===== src/rtl/alarm_pkg.sv =====
// Shared alarm definitions: FSM state encoding and time-field widths used by
// the alarm, timekeeper and set logic.
package alarm_pkg;

   localparam int HOUR_W = 5;
   localparam int MIN_W  = 6;

   typedef logic [1:0] state_t;

   localparam logic [1:0] IDLE    = 2'd0;
   localparam logic [1:0] RINGING = 2'd1;
   localparam logic [1:0] SNOOZE  = 2'd2;

endpackage


===== src/rtl/alarm_trigger_if.sv =====
// Bundle of time, control and status signals between the timekeeping core,
// the alarm trigger and the LED/buzzer output blocks.
interface alarm_trigger_if;
   import alarm_pkg::*;

   logic              tick_1hz;
   logic [HOUR_W-1:0] cur_hour;
   logic [MIN_W-1:0]  cur_min;
   logic [HOUR_W-1:0] alarm_hour;
   logic [MIN_W-1:0]  alarm_min;
   logic              alarm_en;
   logic              stop_btn;
   logic              snooze_btn;
   logic              blink_signal;
   logic              ringing;
   logic              snoozing;
   logic [1:0]        snooze_count;

   modport master (
      output tick_1hz, cur_hour, cur_min, alarm_hour, alarm_min,
             alarm_en, stop_btn, snooze_btn,
      input  blink_signal, ringing, snoozing, snooze_count
   );

   modport slave (
      input  tick_1hz, cur_hour, cur_min, alarm_hour, alarm_min,
             alarm_en, stop_btn, snooze_btn,
      output blink_signal, ringing, snoozing, snooze_count
   );

endinterface


===== src/rtl/rise_detect.sv =====
// One-bit rising-edge detector. The history register resets to RESET_VAL so a
// level already high when reset releases is not seen as an edge.
module rise_detect #(
   parameter logic RESET_VAL = 1'b1
) (
   input  logic clk,
   input  logic rst_n,
   input  logic d,
   output logic rise
);

   logic prev_reg;

   always_ff @(posedge clk or negedge rst_n) begin
      if (!rst_n) begin
         prev_reg <= RESET_VAL;
      end else begin
         prev_reg <= d;
      end
   end

   assign rise = d & ~prev_reg;

endmodule


===== src/rtl/alarm_trigger.sv =====
// Alarm FSM: fires on a rising edge of the time match, then handles stop,
// bounded snooze and ring timeout, all paced by the 1 Hz tick.
module alarm_trigger
   import alarm_pkg::*;
#(
   parameter int RING_TIMEOUT_SEC = 60,
   parameter int SNOOZE_SEC       = 300,
   parameter int MAX_SNOOZES      = 3
) (
   input logic             clk,
   input logic             rst_n,
   alarm_trigger_if.slave  bus
);

   localparam int SEC_MAX = (RING_TIMEOUT_SEC > SNOOZE_SEC) ? RING_TIMEOUT_SEC : SNOOZE_SEC;
   localparam int SEC_W   = $clog2(SEC_MAX + 1);

   // Terminal values are one below the limit: the tick that would reach the
   // limit triggers the transition instead of being stored.
   localparam logic [SEC_W-1:0] RING_LAST   = SEC_W'(RING_TIMEOUT_SEC - 1);
   localparam logic [SEC_W-1:0] SNOOZE_LAST = SEC_W'(SNOOZE_SEC - 1);
   localparam logic [1:0]       SNOOZE_MAX  = 2'(MAX_SNOOZES);

   localparam int EDGE_N = 3;

   logic              match;
   logic [EDGE_N-1:0] edge_in;
   logic [EDGE_N-1:0] edge_rise;
   logic              trigger;
   logic              stop_rise;
   logic              snooze_rise;

   state_t            state_reg, state_next;
   logic [SEC_W-1:0]  sec_cnt_reg, sec_cnt_next;
   logic [1:0]        snooze_count_reg, snooze_count_next;
   logic              ringing_reg;
   logic              snoozing_reg;
   logic              blink_reg;

   assign match = bus.alarm_en
                & (bus.cur_hour == bus.alarm_hour)
                & (bus.cur_min  == bus.alarm_min);

   assign edge_in = {bus.snooze_btn, bus.stop_btn, match};

   generate
      for (genvar gi = 0; gi < EDGE_N; gi++) begin : g_edge
         rise_detect #(
            .RESET_VAL (1'b1)
         ) u_rise (
            .clk   (clk),
            .rst_n (rst_n),
            .d     (edge_in[gi]),
            .rise  (edge_rise[gi])
         );
      end
   endgenerate

   assign trigger     = edge_rise[0];
   assign stop_rise   = edge_rise[1];
   assign snooze_rise = edge_rise[2];

   always_comb begin
      state_next        = state_reg;
      sec_cnt_next      = sec_cnt_reg;
      snooze_count_next = snooze_count_reg;

      case (state_reg)
         IDLE: begin
            if (trigger) begin
               state_next        = RINGING;
               snooze_count_next = 2'd0;
            end
         end

         RINGING: begin
            if (!bus.alarm_en || stop_rise) begin
               state_next = IDLE;
            end else if (snooze_rise && (snooze_count_reg < SNOOZE_MAX)) begin
               state_next        = SNOOZE;
               snooze_count_next = snooze_count_reg + 2'd1;
            end else if (bus.tick_1hz) begin
               if (sec_cnt_reg == RING_LAST) begin
                  state_next = IDLE;
               end else begin
                  sec_cnt_next = sec_cnt_reg + 1'b1;
               end
            end
         end

         SNOOZE: begin
            if (!bus.alarm_en || stop_rise) begin
               state_next = IDLE;
            end else if (bus.tick_1hz) begin
               if (sec_cnt_reg == SNOOZE_LAST) begin
                  state_next = RINGING;
               end else begin
                  sec_cnt_next = sec_cnt_reg + 1'b1;
               end
            end
         end

         default: begin
            state_next = IDLE;
         end
      endcase

      // Every state entry starts a fresh seconds count.
      if (state_next != state_reg) begin
         sec_cnt_next = '0;
      end
   end

   always_ff @(posedge clk or negedge rst_n) begin
      if (!rst_n) begin
         state_reg        <= IDLE;
         sec_cnt_reg      <= '0;
         snooze_count_reg <= 2'd0;
         ringing_reg      <= 1'b0;
         snoozing_reg     <= 1'b0;
         blink_reg        <= 1'b0;
      end else begin
         state_reg        <= state_next;
         sec_cnt_reg      <= sec_cnt_next;
         snooze_count_reg <= snooze_count_next;
         ringing_reg      <= (state_next == RINGING);
         snoozing_reg     <= (state_next == SNOOZE);
         blink_reg        <= (state_next == RINGING);
      end
   end

   assign bus.ringing      = ringing_reg;
   assign bus.snoozing     = snoozing_reg;
   assign bus.blink_signal = blink_reg;
   assign bus.snooze_count = snooze_count_reg;

endmodule


===== src/flat_wrapper.sv =====
// flat-port wrapper written by rule: the top's interface ports become plain ports
module alarm_trigger_flat import alarm_pkg::*;
#(
   parameter int RING_TIMEOUT_SEC = 60,
   parameter int SNOOZE_SEC       = 300,
   parameter int MAX_SNOOZES      = 3
)
  (clk, rst_n, bus_tick_1hz, bus_cur_hour, bus_cur_min, bus_alarm_hour, bus_alarm_min, bus_alarm_en, bus_stop_btn, bus_snooze_btn, bus_blink_signal, bus_ringing, bus_snoozing, bus_snooze_count);
  alarm_trigger_if bus_i ();
  input logic clk;
  input logic rst_n;
  input wire logic [$bits(bus_i.tick_1hz)-1:0] bus_tick_1hz;
  input wire logic [$bits(bus_i.cur_hour)-1:0] bus_cur_hour;
  input wire logic [$bits(bus_i.cur_min)-1:0] bus_cur_min;
  input wire logic [$bits(bus_i.alarm_hour)-1:0] bus_alarm_hour;
  input wire logic [$bits(bus_i.alarm_min)-1:0] bus_alarm_min;
  input wire logic [$bits(bus_i.alarm_en)-1:0] bus_alarm_en;
  input wire logic [$bits(bus_i.stop_btn)-1:0] bus_stop_btn;
  input wire logic [$bits(bus_i.snooze_btn)-1:0] bus_snooze_btn;
  output wire logic [$bits(bus_i.blink_signal)-1:0] bus_blink_signal;
  output wire logic [$bits(bus_i.ringing)-1:0] bus_ringing;
  output wire logic [$bits(bus_i.snoozing)-1:0] bus_snoozing;
  output wire logic [$bits(bus_i.snooze_count)-1:0] bus_snooze_count;
  assign bus_i.tick_1hz = bus_tick_1hz;
  assign bus_i.cur_hour = bus_cur_hour;
  assign bus_i.cur_min = bus_cur_min;
  assign bus_i.alarm_hour = bus_alarm_hour;
  assign bus_i.alarm_min = bus_alarm_min;
  assign bus_i.alarm_en = bus_alarm_en;
  assign bus_i.stop_btn = bus_stop_btn;
  assign bus_i.snooze_btn = bus_snooze_btn;
  assign bus_blink_signal = bus_i.blink_signal;
  assign bus_ringing = bus_i.ringing;
  assign bus_snoozing = bus_i.snoozing;
  assign bus_snooze_count = bus_i.snooze_count;
  alarm_trigger #(.RING_TIMEOUT_SEC(RING_TIMEOUT_SEC), .SNOOZE_SEC(SNOOZE_SEC), .MAX_SNOOZES(MAX_SNOOZES)) u_core (.clk(clk), .rst_n(rst_n), .bus(bus_i));
endmodule

===== config.mk =====
export PLATFORM = sky130hd
export DESIGN_NAME = alarm_trigger_flat
export DESIGN_NICKNAME = d
export VERILOG_FILES = /design/src/rtl/alarm_pkg.sv /design/src/rtl/alarm_trigger_if.sv /design/src/rtl/rise_detect.sv /design/src/rtl/alarm_trigger.sv /design/src/flat_wrapper.sv
export SDC_FILE = /design/constraint.sdc
export NUM_CORES = 1
export LEC_CHECK = 0
export BUFFER_PORTS_ARGS = -buffer_cell sky130_fd_sc_hd__buf_4
export CORE_ASPECT_RATIO = 0.9
export CORE_MARGIN = 2
export CORE_UTILIZATION = 50
export CTS_BUF_LIST = sky130_fd_sc_hd__clkbuf_8
export DETAILED_ROUTE_END_ITERATION = 12
export PLACE_DENSITY = 0.75
export SYNTH_ARGS = -nofsm -noshare
export SYNTH_HDL_FRONTEND = slang
export SYNTH_SLANG_ARGS = --single-unit

===== constraint.sdc =====
create_clock -name clk -period 3.4 [get_ports clk]
set_clock_uncertainty 0.2 [all_clocks]
set_input_delay 0.17 -clock clk [delete_from_list [all_inputs] [get_ports clk]]
set_output_delay 0.17 -clock clk [all_outputs]
set_load 0.02 [all_outputs]

After elaboration in Yosys (flattened, before gate mapping)
Index checks and enable logic that the tools add are counted.
W data, S select, Z words.
{ "op_classes": {"n_addsub": 2, "order_cmp": 1, "eq_ne": 19, "muxes": 22, "n_bitwise": 8, "reduce_logical": 8} }
{ "op_table": {"columns": ["op", "count"], "rows": [
  ["$mux W9", 8],
  ["$mux W2", 11],
  ["$pmux W9 S2", 1],
  ["$ne A3 B3 Y1 const B", 5],
  ["$add A9 B1 Y9 const B", 1],
  ["$eq A9 B6 Y1 const B", 1],
  ["$eq A9 B9 Y1 const B", 1],
  ["$reduce_and A8 Y1", 1],
  ["$eq A6 B6 Y1", 1],
  ["$ne A3 B2 Y1 const B", 2],
  ["$pmux W2 S3", 1],
  ["$and A1 B1 Y1", 5],
  ["$eq A5 B5 Y1", 1],
  ["$eq A2 B1 Y1 const B", 2],
  ["$eq A2 B2 Y1 const B", 2],
  ["$ne A2 B2 Y1 const B", 2],
  ["$pmux W2 S2", 1],
  ["$reduce_and A4 Y1", 1],
  ["$not A1 Y1", 3],
  ["$reduce_bool A3 Y1", 1],
  ["$add A2 B1 Y2 const B", 1],
  ["$logic_not A2 Y1", 1],
  ["$lt A2 B2 Y1 const B", 1],
  ["$ne A2 B1 Y1 const B", 1],
  ["5 further kinds", 5]
]} }
{ "totals": {"register_bits": 18, "inputBits": 28} }

Logic depth before layout (Yosys ltp)
{ "depth": {"ltp_word": 9, "ltp_mapped": 8} }

Cells and area by module
A second synthesis with hierarchy kept.
{ "hier_totals": {"hier_cells": 108, "area_unflattened_um2": 1123.6} }
{ "by_module_without_submodules": {"columns": ["mod", "instances", "cells_each", "area_per_inst_um2", "seq_area_each_um2"], "rows": [
  ["alarm_trigger", 1, 102, 1003.5, 375.4],
  ["rise_detect", 3, 2, 40.0, 26.3]
]} }

Least setup slack after synthesis
No wires, ideal clock.
{ "synth_path": {"kind": "register to register", "from": "register u_core.snooze_count_reg[0] (netlist: u_core.bus.snooze_count[0])", "to": "register u_core.snooze_count_reg[0] (netlist: u_core.bus.snooze_count[0])", "setup_time_ns": 0.164, "t_arrival_ns": 2.125, "required_time_ns": 3.036, "slack_ns": 0.911, "path_stages_with_launch": 7, "synth_period_minus_slack_ns": 2.489, "path_cell_list": "dfrtp_1 ha_1 or3b_2 nor3_1 o21a_1 nand2b_1 o221ai_1"} }
{ "synth_via": {"elab_chain_len": 4, "elab_cells_between_ends": 8} }
{ "synth_rtl": {"columns": ["element", "line", "rtl"], "rows": [
  ["start, declared", "alarm_trigger.sv:35", "logic [1:0] snooze_count_reg, snooze_count_next;"],
  ["start signal, assigned", "alarm_trigger.sv:125", "snooze_count_reg <= snooze_count_next;"],
  ["$add A2 B1 Y2 / $lt A2 B2 Y1 (equally long branches)", "alarm_trigger.sv:81, alarm_trigger.sv:79", null],
  ["$mux W2 / $logic_and A1 B1 Y1 (equally long branches)", "alarm_trigger.sv:79", "end else if (snooze_rise && (snooze_count_reg < SNOOZE_MAX)) begin"],
  ["$mux W2 / $ne A2 B1 Y1 (equally long branches)", null, null],
  ["$pmux W2 S2 / $reduce_and A4 Y1 (equally long branches)", null, null]
]} }
Parallel ways exist; a longest one is shown, timed or not. The select of a mux whose other input is x is not followed.
A chain may end at the register's enable or synchronous reset.

Worst setup path after layout
{ "layout_path": {"from": "register u_core.sec_cnt_reg[6]", "to": "register u_core.sec_cnt_reg[3]"} }
{ "layout_via": {"elab_chain_len": 9, "elab_cells_between_ends": 21} }
{ "layout_rtl": {"columns": ["element", "line", "rtl"], "rows": [
  ["start, declared", "alarm_trigger.sv:34", "logic [SEC_W-1:0] sec_cnt_reg, sec_cnt_next;"],
  ["start signal, assigned", "alarm_trigger.sv:124", "sec_cnt_reg <= sec_cnt_next;"],
  ["$eq A9 B6 Y1", "alarm_trigger.sv:83", "if (sec_cnt_reg == RING_LAST) begin"],
  ["$mux W2", "alarm_trigger.sv:83", null],
  ["$mux W2", "alarm_trigger.sv:82", "end else if (bus.tick_1hz) begin"],
  ["$mux W2", "alarm_trigger.sv:79", null],
  ["$mux W2", "alarm_trigger.sv:77", "if (!bus.alarm_en || stop_rise) begin"],
  ["$pmux W2 S3", "alarm_trigger.sv:68", "case (state_reg)"],
  ["$ne A2 B2 Y1", "alarm_trigger.sv:109", "if (state_next != state_reg) begin"],
  ["$ne A3 B3 Y1 (no source line), or another cell as far along", null, null],
  ["$reduce_and A8 Y1 (no source line)", null, null]
]} }
Parallel ways exist; a longest one is shown, timed or not.

==> out/metrics.cfg <==
[detailed_routing]
wl_per_cell_um = 13.7
vias = 1117
drc = 0
viasPerCell = 5.61
drt-initial-drc-count = 19
dr.pass1.iters = 4
final_antenna_net_count = 0
wl_um = 2730

[cts]
numCtsBuffers = 3
clockBufferDepth = 2
post_cts.repair.setup_buffers = 0
clock_latency_ps = 250
cts_tree = built
clk_pin_slew_worst_paths_ps = 60
htreeDepth = 1
cts_sinks = 18
cts_resized = 0
cts_root_buf = clkbuf_8
cts_hold_buf = 3

[logic_synthesis]
synth-edff-count = 0
syn_nets = 167
synth_top_cells_by_count = dfrtp_1 (15), nor2_1 (15), nand2_1 (12)
yosysWarnings = 0
synth-async-reset-ratio_pct = 100
syn_area_um2 = 1220
synth_cell_type_count = 36
synthFlopType = dfrtp_1
synthCells = 133
avgSynthCellArea_um2 = 9.18
synthTopCellsByArea = dfrtp_1 (31%), xnor2_1 (7.9%), dfstp_2 (6.5%)
synth_top_cell_by_area = dfrtp_1
synthDominantCellAreaShare_pct = 30.7
ys_seq_area_share_pct = 37.2
synth-seq-cells = 18

[layout]
n_antenna_cell = 0
largest_reg_flops = 9
final_util_pct = 70.0
layout.nets = 207
syn2layout_area_growth_pct = 28.6
fin_area_um2 = 1570
layout-drive-gt1-share_pct = 26.2
fill_cells = 178

[worst_setup_path]
r2r-start = u_core.sec_cnt_reg[6]
regToRegSetupSlack_ps = 790
r2r-end = u_core.sec_cnt_reg[3]
end_kind = register
cp-start-kind = register
cp.required_ps = 3320
crit_path_max_fanout = 9
worst-setup-path-type = register to register
rr_worst_depth = 6
arrival_ps = 2530

[grt]
grt_pass1_wl_um = 4820
gr-total-overflow = 0
antenna_found_initial = 0
grt_max_degree = 19
grt_pass1_vias = 1016
grt_use_total_pct = 21.4

[die]
core_area_um2 = 2240
dieArea_um2 = 2850
ioPinCount = 33
start_util_pct = 54.5
die_w_um = 56.1
chipHeight_um = 50.9
core.rowCount = 16

[timing]
relSlewSlack_pct = 53.6
setup_viol = 0
grt_setup_unrepaired = no
slew_viol_final = 0
hold_violations = 0
period_minus_slack_ps = 2610
timing.final.crit_share_pct = 76.9
tightest_slew_ps = 687
layout_setup_ws_ps = 786
final.setup.tns_ps = 0
fmax_mhz = 383

[placed_design]
port_buffers = 32
pre_cts_ws_ps = 795
post_dp_cell_area_um2 = 1500
post-dp-hpwl_um = 2190
place.gp.congestion = 0.987

[power_and_ir_drop]
ir_drop_mv = 0.377
powerDensity_nw_per_um2 = 346
p_leak_nw = 0.708

[min_path]
hold_class = input pin to register
holdPathStages = 3
hold_start = bus_alarm_en
min_to = u_core.g_edge[0].u_rise.prev_reg

[outcome]
outcome = finished clean

[run]
drv_cap = 0

==> final cells by class <==
class,instances,area [µm²],area share (%)
tap,27,33.8,2.15
sequential,18,454,28.9
inverter,5,18.8,1.20
multi-input combinational,109,741,47.2
timing repair buffer,36,278,17.7
clock buffer,3,41.3,2.63
clock inverter,1,3.75,0.239
==> worst max-delay path, cell delays in order, from the launching register on <==
cell	delay (ps)
dfrtp_1	410
or4b_4	560
or3_4	400
nor3_1	190
o31ai_1	150
o311ai_4	460
nor2_1	110
==> cells by family after synthesis <==
family | after synthesis | share of synthesized area (%)
XOR/XNOR | 19 | 13.6
flip-flops | 18 | 37.2
adder cells (fa/ha/maj) | 6 | 6.15
AO/OA/AOI/OAI | 18 | 12.1
buffers and inverters | 6 | 2.15
AND/OR/NAND/NOR | 66 | 28.8
==> placed cells by master (no fill, tap or decap), drive strengths merged, types with 2 or more instances in the layout <==
cell,synthesis,final
xnor2,11,11
inv,5,6
nor2,15,15
a21oi,4,4
nand3,6,6
nand2b,4,4
nand2,12,12
o311ai,2,2
buf,1,33
dfrtp,15,15
xor2,8,8
ha,6,6
clkbuf,0,3
dfstp,3,3
nor4,4,4
o221ai,2,2
and3,3,3
dlygate4sd3,0,3
nand4,9,9
nor3,6,6
o21ai,3,3
==> worst max-delay path by stage <==
stage | start | end | cells past startpoint | slack (ps)
2_1_floorplan | u_core.bus.snooze_count[0] | u_core.bus.snooze_count[0] | 6 | 910
3_3_place_gp | u_core.sec_cnt_reg[6] | u_core.sec_cnt_reg[8] | 6 | 830
3_5_place_dp | u_core.sec_cnt_reg[6] | u_core.sec_cnt_reg[7] | 6 | 800
4_1_cts | u_core.sec_cnt_reg[6] | u_core.sec_cnt_reg[3] | 6 | 780
5_1_grt | u_core.sec_cnt_reg[6] | u_core.sec_cnt_reg[3] | 6 | 580
6_report | u_core.sec_cnt_reg[6] | u_core.sec_cnt_reg[3] | 6 | 790
==> metrics by stage <==
stage	power (mW)	hold WS (ps)	instances
CTS	0.547	6.22	199
detailed placement	0.397	-147	192
global route	0.576	25.7	199
finish	0.544	12.7	199
global placement	0.395	-151	192
floorplan	0.331	-326	133
==> report_power, final <==
group          internal (mW)  switching (mW)
clock network         0.0800          0.0658
logic                 0.0713          0.0692
registers              0.235          0.0226
total                  0.386           0.158
==> metal layers <==
| layer | up-vias | wire (µm) | track usage, % |
|---|---|---|---|
| met1 | 527 | 1390 | 32.1 |
| met3 | 0 | 123 | 5.57 |
| met2 | 25 | 1210 | 32.5 |
| li1 | 565 | - | - |
| met4 | 0 | 0 | 1.59 |
| met5 | - | 0 | 0 |
No activity file was read; power rests on OpenSTA's default activity.
